==> src/rtl/mmu_pkg.sv <==
// Shared constants and FSM encoding for the MMU packet feeder.
// Latency: n/a (declarations only).
// Backpressure: n/a.
package mmu_pkg;

    localparam int DEF_DATA_BIT    = 8;
    localparam int DEF_ADDR_BIT    = 4;
    localparam int DEF_FRAME_BIT   = 2;
    localparam int BYTES_PER_FRAME = 8;

    typedef enum logic [2:0] {
        ST_IDLE,
        ST_FILL,
        ST_WAIT_RDY,
        ST_WR_BURST,
        ST_RD_BURST,
        ST_GAP
    } feeder_state_t;

endpackage

==> src/rtl/mmu_byte_fifo.sv <==
// Byte FIFO, first-word-fall-through, with occupancy count and synchronous clear.
// Latency: a pushed byte is visible on head_dat the cycle after the push.
// Backpressure: pushes when full and pops when empty are ignored; the caller sizes traffic.
module mmu_byte_fifo #(
    parameter int DATA_BIT = 8,
    parameter int DEPTH    = 32,
    parameter int CNT_W    = $clog2(DEPTH) + 1
) (
    input  logic                clk,
    input  logic                rst,
    input  logic                push,
    input  logic [DATA_BIT-1:0] push_dat,
    input  logic                pop,
    output logic [DATA_BIT-1:0] head_dat,
    output logic [CNT_W-1:0]    count
);

    localparam int PTR_W = $clog2(DEPTH);

    logic [DATA_BIT-1:0] mem [DEPTH];
    logic [PTR_W-1:0]    wr_ptr;
    logic [PTR_W-1:0]    rd_ptr;
    logic                do_push;
    logic                do_pop;

    assign do_push  = push && (count != CNT_W'(DEPTH));
    assign do_pop   = pop && (count != '0);
    assign head_dat = mem[rd_ptr];

    // Pointer and occupancy bookkeeping; clear discards everything buffered.
    always_ff @(posedge clk) begin
        if (rst) begin
            wr_ptr <= '0;
            rd_ptr <= '0;
            count  <= '0;
        end else begin
            if (do_push) wr_ptr <= wr_ptr + 1'b1;
            if (do_pop)  rd_ptr <= rd_ptr + 1'b1;
            case ({do_push, do_pop})
                2'b10:   count <= count + 1'b1;
                2'b01:   count <= count - 1'b1;
                default: count <= count;
            endcase
        end
    end

    // Storage array; no reset needed since the count gates what is readable.
    always_ff @(posedge clk) begin
        if (do_push && !rst) mem[wr_ptr] <= push_dat;
    end

endmodule

==> src/rtl/mmu_pkt_feeder.sv <==
// Store-and-forward feeder: buffers a write packet, then drives the MMU as one contiguous burst.
// Latency: write = L fill + 1 wait + L burst + GAP_CYC; read = 1 + L + RD_LAT + GAP_CYC cycles.
// Backpressure: cmd_ready only in IDLE, in_ready only in FILL; read return stream has none.
module mmu_pkt_feeder
    import mmu_pkg::*;
#(
    parameter int DATA_BIT   = DEF_DATA_BIT,
    parameter int ADDR_BIT   = DEF_ADDR_BIT,
    parameter int FRAME_BIT  = DEF_FRAME_BIT,
    parameter int FIFO_DEPTH = 32,
    parameter int RD_LAT     = 2,
    parameter int GAP_CYC    = 2
) (
    input  logic                 clk,
    input  logic                 rst,
    input  logic                 cmd_valid,
    output logic                 cmd_ready,
    input  logic                 cmd_rw,
    input  logic [ADDR_BIT-1:0]  cmd_addr,
    input  logic [FRAME_BIT-1:0] cmd_frame,
    input  logic                 in_valid,
    output logic                 in_ready,
    input  logic [DATA_BIT-1:0]  in_data,
    input  logic                 mmu_ready,
    input  logic [DATA_BIT-1:0]  mmu_rd_data,
    output logic                 mmu_start,
    output logic                 mmu_rw_ena,
    output logic [ADDR_BIT-1:0]  mmu_addr,
    output logic [FRAME_BIT-1:0] mmu_frame,
    output logic [DATA_BIT-1:0]  mmu_wr_data,
    output logic                 out_valid,
    output logic [DATA_BIT-1:0]  out_data,
    output logic                 busy
);

    localparam int CNT_W  = 16;
    localparam int FCNT_W = $clog2(FIFO_DEPTH) + 1;

    feeder_state_t       state;
    feeder_state_t       state_next;
    logic [CNT_W-1:0]    cnt;
    logic [CNT_W-1:0]    len;
    logic [CNT_W-1:0]    cmd_len;
    logic                cur_rw;
    logic                cmd_fire;
    logic                fifo_push;
    logic                fifo_pop;
    logic [DATA_BIT-1:0] fifo_dat;
    logic [FCNT_W-1:0]   fifo_cnt;
    logic                rd_capture;

    assign cmd_ready = (state == ST_IDLE);
    assign in_ready  = (state == ST_FILL);
    assign busy      = (state != ST_IDLE);
    assign cmd_fire  = cmd_valid && cmd_ready;
    assign fifo_push = in_valid && in_ready;
    // Pop one cycle ahead so the registered wr_data lines up with each burst cycle.
    assign fifo_pop  = (state_next == ST_WR_BURST);
    // Read bytes arrive RD_LAT cycles into the burst and last for L cycles.
    assign rd_capture = (state == ST_RD_BURST) && (cnt >= CNT_W'(RD_LAT));

    // Frame count 0 is treated as a single frame.
    always_comb begin
        cmd_len = CNT_W'(cmd_frame) * CNT_W'(BYTES_PER_FRAME);
        if (cmd_frame == '0) cmd_len = CNT_W'(BYTES_PER_FRAME);
    end

    mmu_byte_fifo #(
        .DATA_BIT (DATA_BIT),
        .DEPTH    (FIFO_DEPTH),
        .CNT_W    (FCNT_W)
    ) u_fifo (
        .clk      (clk),
        .rst      (rst),
        .push     (fifo_push),
        .push_dat (in_data),
        .pop      (fifo_pop),
        .head_dat (fifo_dat),
        .count    (fifo_cnt)
    );

    // Next-state decode; mmu_ready only matters while waiting to start.
    always_comb begin
        state_next = state;
        case (state)
            ST_IDLE: begin
                if (cmd_valid) state_next = cmd_rw ? ST_WAIT_RDY : ST_FILL;
            end
            ST_FILL: begin
                if (fifo_push && (CNT_W'(fifo_cnt) == len - CNT_W'(1)))
                    state_next = ST_WAIT_RDY;
            end
            ST_WAIT_RDY: begin
                if (mmu_ready) state_next = cur_rw ? ST_RD_BURST : ST_WR_BURST;
            end
            ST_WR_BURST: begin
                if (cnt == len - CNT_W'(1)) state_next = ST_GAP;
            end
            ST_RD_BURST: begin
                if (cnt == len + CNT_W'(RD_LAT) - CNT_W'(1)) state_next = ST_GAP;
            end
            ST_GAP: begin
                if (cnt == CNT_W'(GAP_CYC - 1)) state_next = ST_IDLE;
            end
            default: state_next = ST_IDLE;
        endcase
    end

    // State register plus a per-state cycle counter that restarts on every transition.
    always_ff @(posedge clk) begin
        if (rst) begin
            state <= ST_IDLE;
            cnt   <= '0;
        end else begin
            state <= state_next;
            cnt   <= (state_next != state) ? '0 : cnt + CNT_W'(1);
        end
    end

    // Command latch; addr/frame stay put for the whole burst.
    always_ff @(posedge clk) begin
        if (rst) begin
            cur_rw    <= 1'b0;
            len       <= '0;
            mmu_addr  <= '0;
            mmu_frame <= '0;
        end else if (cmd_fire) begin
            cur_rw    <= cmd_rw;
            len       <= cmd_len;
            mmu_addr  <= cmd_addr;
            mmu_frame <= cmd_frame;
        end
    end

    // Registered MMU drive and read-return stream, decoded from the upcoming state.
    always_ff @(posedge clk) begin
        if (rst) begin
            mmu_start   <= 1'b0;
            mmu_rw_ena  <= 1'b0;
            mmu_wr_data <= '0;
            out_valid   <= 1'b0;
            out_data    <= '0;
        end else begin
            mmu_start  <= (state_next == ST_WR_BURST) || (state_next == ST_RD_BURST);
            mmu_rw_ena <= (state_next == ST_RD_BURST);
            if (fifo_pop) mmu_wr_data <= fifo_dat;
            out_valid  <= rd_capture;
            if (rd_capture) out_data <= mmu_rd_data;
        end
    end

endmodule

==> config.mk <==
export PLATFORM = sky130hd
export DESIGN_NAME = mmu_pkt_feeder
export DESIGN_NICKNAME = d
export VERILOG_FILES = /design/src/rtl/mmu_pkg.sv /design/src/rtl/mmu_byte_fifo.sv /design/src/rtl/mmu_pkt_feeder.sv
export SDC_FILE = /design/constraint.sdc
export NUM_CORES = 1
export LEC_CHECK = 0
export ABC_CLOCK_PERIOD_IN_PS = 6000
export BUFFER_PORTS_ARGS = -buffer_cell sky130_fd_sc_hd__buf_4
export CAP_MARGIN = 20
export CORE_MARGIN = 2
export CORE_UTILIZATION = 60
export DETAILED_ROUTE_END_ITERATION = 12
export GPL_TIMING_DRIVEN = 0
export PLACE_DENSITY = 0.78
export SYNTH_ARGS = -nofsm -noshare
export SYNTH_HDL_FRONTEND = slang
export SYNTH_SLANG_ARGS = --single-unit
==> constraint.sdc <==
create_clock -name clk -period 6 [get_ports clk]
set_input_delay 1.2 -clock clk [delete_from_list [all_inputs] [get_ports clk]]
set_output_delay 1.2 -clock clk [all_outputs]
set_load 0.1 [all_outputs]
==> out/results.ini <==
[clock_tree]
clk_latency_ps = 570
cts-resized-gates = 0
path_clk_slew_ps = 60
htreeDepth = 1
cts_setup_buffers = 0
clock_path_buffers = 3
cts_tree = yes
cts_sinks = 319
cts_hold_buffers = 0
cts_buffers = 31
root_buffer = clkbuf_16

[power]
p_sw_frac = 0.2225
power.share.sequential = 0.503
p_leak_nw = 4.803
vdd_drop_max_mv = 0.2895
p_int_w = 0.003743
powerDensity_mw_per_mm2 = 323.0
netSwitchingPower_w = 0.001071
p_clk_frac = 0.427
total_power_w = 0.004814
p_comb_frac = 0.069

[critical_path]
cp_max_fo = 9
slowest_stage = a221oi_4
crit_type = reg2reg
crit_family = compound AO/OA/AOI/OAI gates
crit_path_cell_trace = inv_1 -> ha_1 -> or4_4 -> a2111oi_4 -> o21ai_2 -> a221oi_4 -> nor3_1 -> ha_1 -> ha_1 -> a21o_1 -> a21o_1 -> a21o_1 -> a311oi_1 -> xor2_1 -> nor2_1
startpoint_type = flip-flop
worstSetupEndpointType = flip-flop
slowest_delay_ps = 480
cp.buffers_inverters = 1
required_ps = 6440
cp.arrival_ps = 4830

[cells_and_area]
nets = 939
instances_no_fill = 1196
multi_input_area_mm2 = 0.003879
regArea_mm2 = 0.008949
area_delta_synth_final_pct = 14.22
final_core_util = 0.7046
nFillCells = 1326
antenna_cells = 0
layout-drive-gt1-share = 0.1998

[detailed_routing]
drt_wl_total_mm = 27.86
avgViaCountPerCell = 6.254
firstDrtPassIters = 7
route.antenna.remaining_nets = 0
drt_iter0_drc = 681
vias = 7480
remaining_drc_errors = 0
wl_per_cell_um = 23.30

[outcome]
status = completed

[sta]
fin_tns_setup_ps = 0
max_freq_ghz = 0.2278
period_needed_ps = 4390
maxSlewHeadroom = 0.3993
worst-slew-pin-transition_ps = 901.0
rsz0062_at_grt = no
finalMaxSlewViolations = 0
hold_violations = 0
hold_slack_ps = 466.0
setup_viol = 0
final.period_utilization = 0.7317
skew_ps = 14.90

[placed_design]
gp_congestion = 0.8742
dp_hpwl_mm = 18.25
placed_cells_incl_taps = 1138
port_buffers = 55

[die]
initial_core_util = 0.6169
chipHeight_um = 151.5
rows = 53
die_x_um = 151.5
core_area_mm2 = 0.02115
pin_count = 56
fp.dieArea_mm2 = 0.02295

[global_routing]
grt_max_degree = 33
antenna_found_initial = 0
grt_util_all_layers = 0.2496
grt_pass1_wl_mm = 42.49
grt_pass1_vias = 7616
overflow = 0

[logic_synthesis]
yosys_register_bits = 319
yosysUniqueCellTypes = 54
yosysSeqAreaShare = 0.6857
ys.flop_type = edfxtp_1
synth.net_count = 851
synth_area_mm2 = 0.01305
synthArstFlopShare = 0
synthCells = 808
yosysWarnings = 0
avgSynthCellArea_um2 = 16.15
synth_edf_count = 256

[hold_path]
hp-class = reg2reg

[run]
maxCapViolations = 0

==> routing by layer <==
layer | global-route usage | wire [um] | up-vias
met5 | 0 | 0 | -
li1 | - | - | 3305
met1 | 0.3414 | 10990 | 3749
met2 | 0.4210 | 13830 | 365
met3 | 0.04132 | 2359 | 61
met4 | 0.07103 | 682 | 0
==> sequential cells by signal (all words and copies together) (netlist names), 4 cells and up <==
signal,flops
u_fifo.mem,256
u_fifo.rd_ptr,5
u_fifo.count,6
out_data,8
mmu_wr_data,8
cnt,16
mmu_addr,4
u_fifo.wr_ptr,5
==> per-stage QoR <==
stage                     worst slack (ps)  area, um^2
final                                 1610       14910
after global routing                  1302       14910
after CTS                             1579       14910
after detailed placement              1178       13810
after global placement                1370       13810
after floorplan                      426.2       13050
==> area by class of cell <==
| class | instances | area share |
|---|---|---|
| inverters | 16 | 0.004029 |
| plain buffers | 41 | 0.01091 |
| flip-flops and latches | 319 | 0.6004 |
| well taps | 275 | 0.02308 |
| clock inverters | 19 | 0.01763 |
| clock buffers | 39 | 0.05607 |
| multi-input cells | 432 | 0.2602 |
| repair buffers | 55 | 0.02770 |
==> worst paths after layout <==
check | cells past startpoint | slack [ps] | start | to
max | 15 | 1610 | len[3] | u_fifo.count[5]
min | 2 | 470 | mmu_addr[1] | mmu_addr[1]
max reg2reg | 15 | 1610 | len[3] | u_fifo.count[5]
min reg2reg | 2 | 470 | mmu_addr[1] | mmu_addr[1]
==> cell usage after synthesis, types with 12 or more instances <==
cell	n	area, um^2
a21oi_1	17	85.08
clkbuf_1	24	90.09
dfxtp_1	63	1261
edfxtp_1	256	7687
ha_1	14	175.2
inv_1	16	60.06
mux2i_1	50	500.5
mux4_2	64	1441
nand2_1	53	198.9
nand3_1	23	115.1
nor2_1	72	270.3
nor3_1	23	115.1
xnor2_1	12	105.1
xor2_1	16	140.1
==> placed cells by master (no fill, tap or decap), types with 4 or more instances in the layout <==
master | synthesis | layout
a21o_1 | 5 | 5
a21oi_1 | 17 | 17
a221oi_1 | 10 | 10
and2_1 | 5 | 5
buf_1 | 10 | 10
buf_2 | 7 | 7
buf_4 | 0 | 55
bufinv_16 | 0 | 6
clkbuf_1 | 24 | 29
clkbuf_16 | 0 | 31
clkinv_1 | 0 | 5
clkinv_2 | 0 | 4
dfxtp_1 | 63 | 63
edfxtp_1 | 256 | 256
ha_1 | 14 | 14
inv_1 | 16 | 16
mux2i_1 | 50 | 50
mux4_2 | 64 | 64
nand2_1 | 53 | 53
nand2b_1 | 4 | 4
nand3_1 | 23 | 23
nand4_1 | 5 | 5
nor2_1 | 72 | 72
nor2b_1 | 7 | 7
nor3_1 | 23 | 23
nor4_1 | 5 | 5
or4_1 | 6 | 6
xnor2_1 | 12 | 12
xor2_1 | 16 | 16
==> tightest hold or removal path, cell delays in order, from the launching register on <==
cell and delay (ps):
dfxtp_1 310, nand2_1 50, a21oi_1 60
==> power by group through the flow <==
stage / registers, W / logic (W) / clock network [W]
6_report: 0.00242 / 0.000333 / 0.00206
5_1_grt: 0.00242 / 0.000355 / 0.00216
4_1_cts: 0.00242 / 0.000333 / 0.00207
3_5_place_dp: 0.00247 / 0.000331 / 0
3_3_place_gp: 0.00247 / 0.000318 / 0
2_1_floorplan: 0.00253 / 0.000166 / 0
==> kinds of logic (layout without fill, tap and decap cells) <==
kind of cell / Yosys count / in the layout / share of synthesized area
AOI/OAI and AO/OA: 51 / 51 / 0.03135
adders and majority gates: 15 / 15 / 0.01496
DFF: 319 / 319 / 0.6857
xor gates and xnor gates: 28 / 28 / 0.01879
and+or+nand+nor: 221 / 221 / 0.08073
muxes: 117 / 117 / 0.1514
buffers and inverters: 57 / 170 / 0.01707
(Power assumes the default switching activity.)
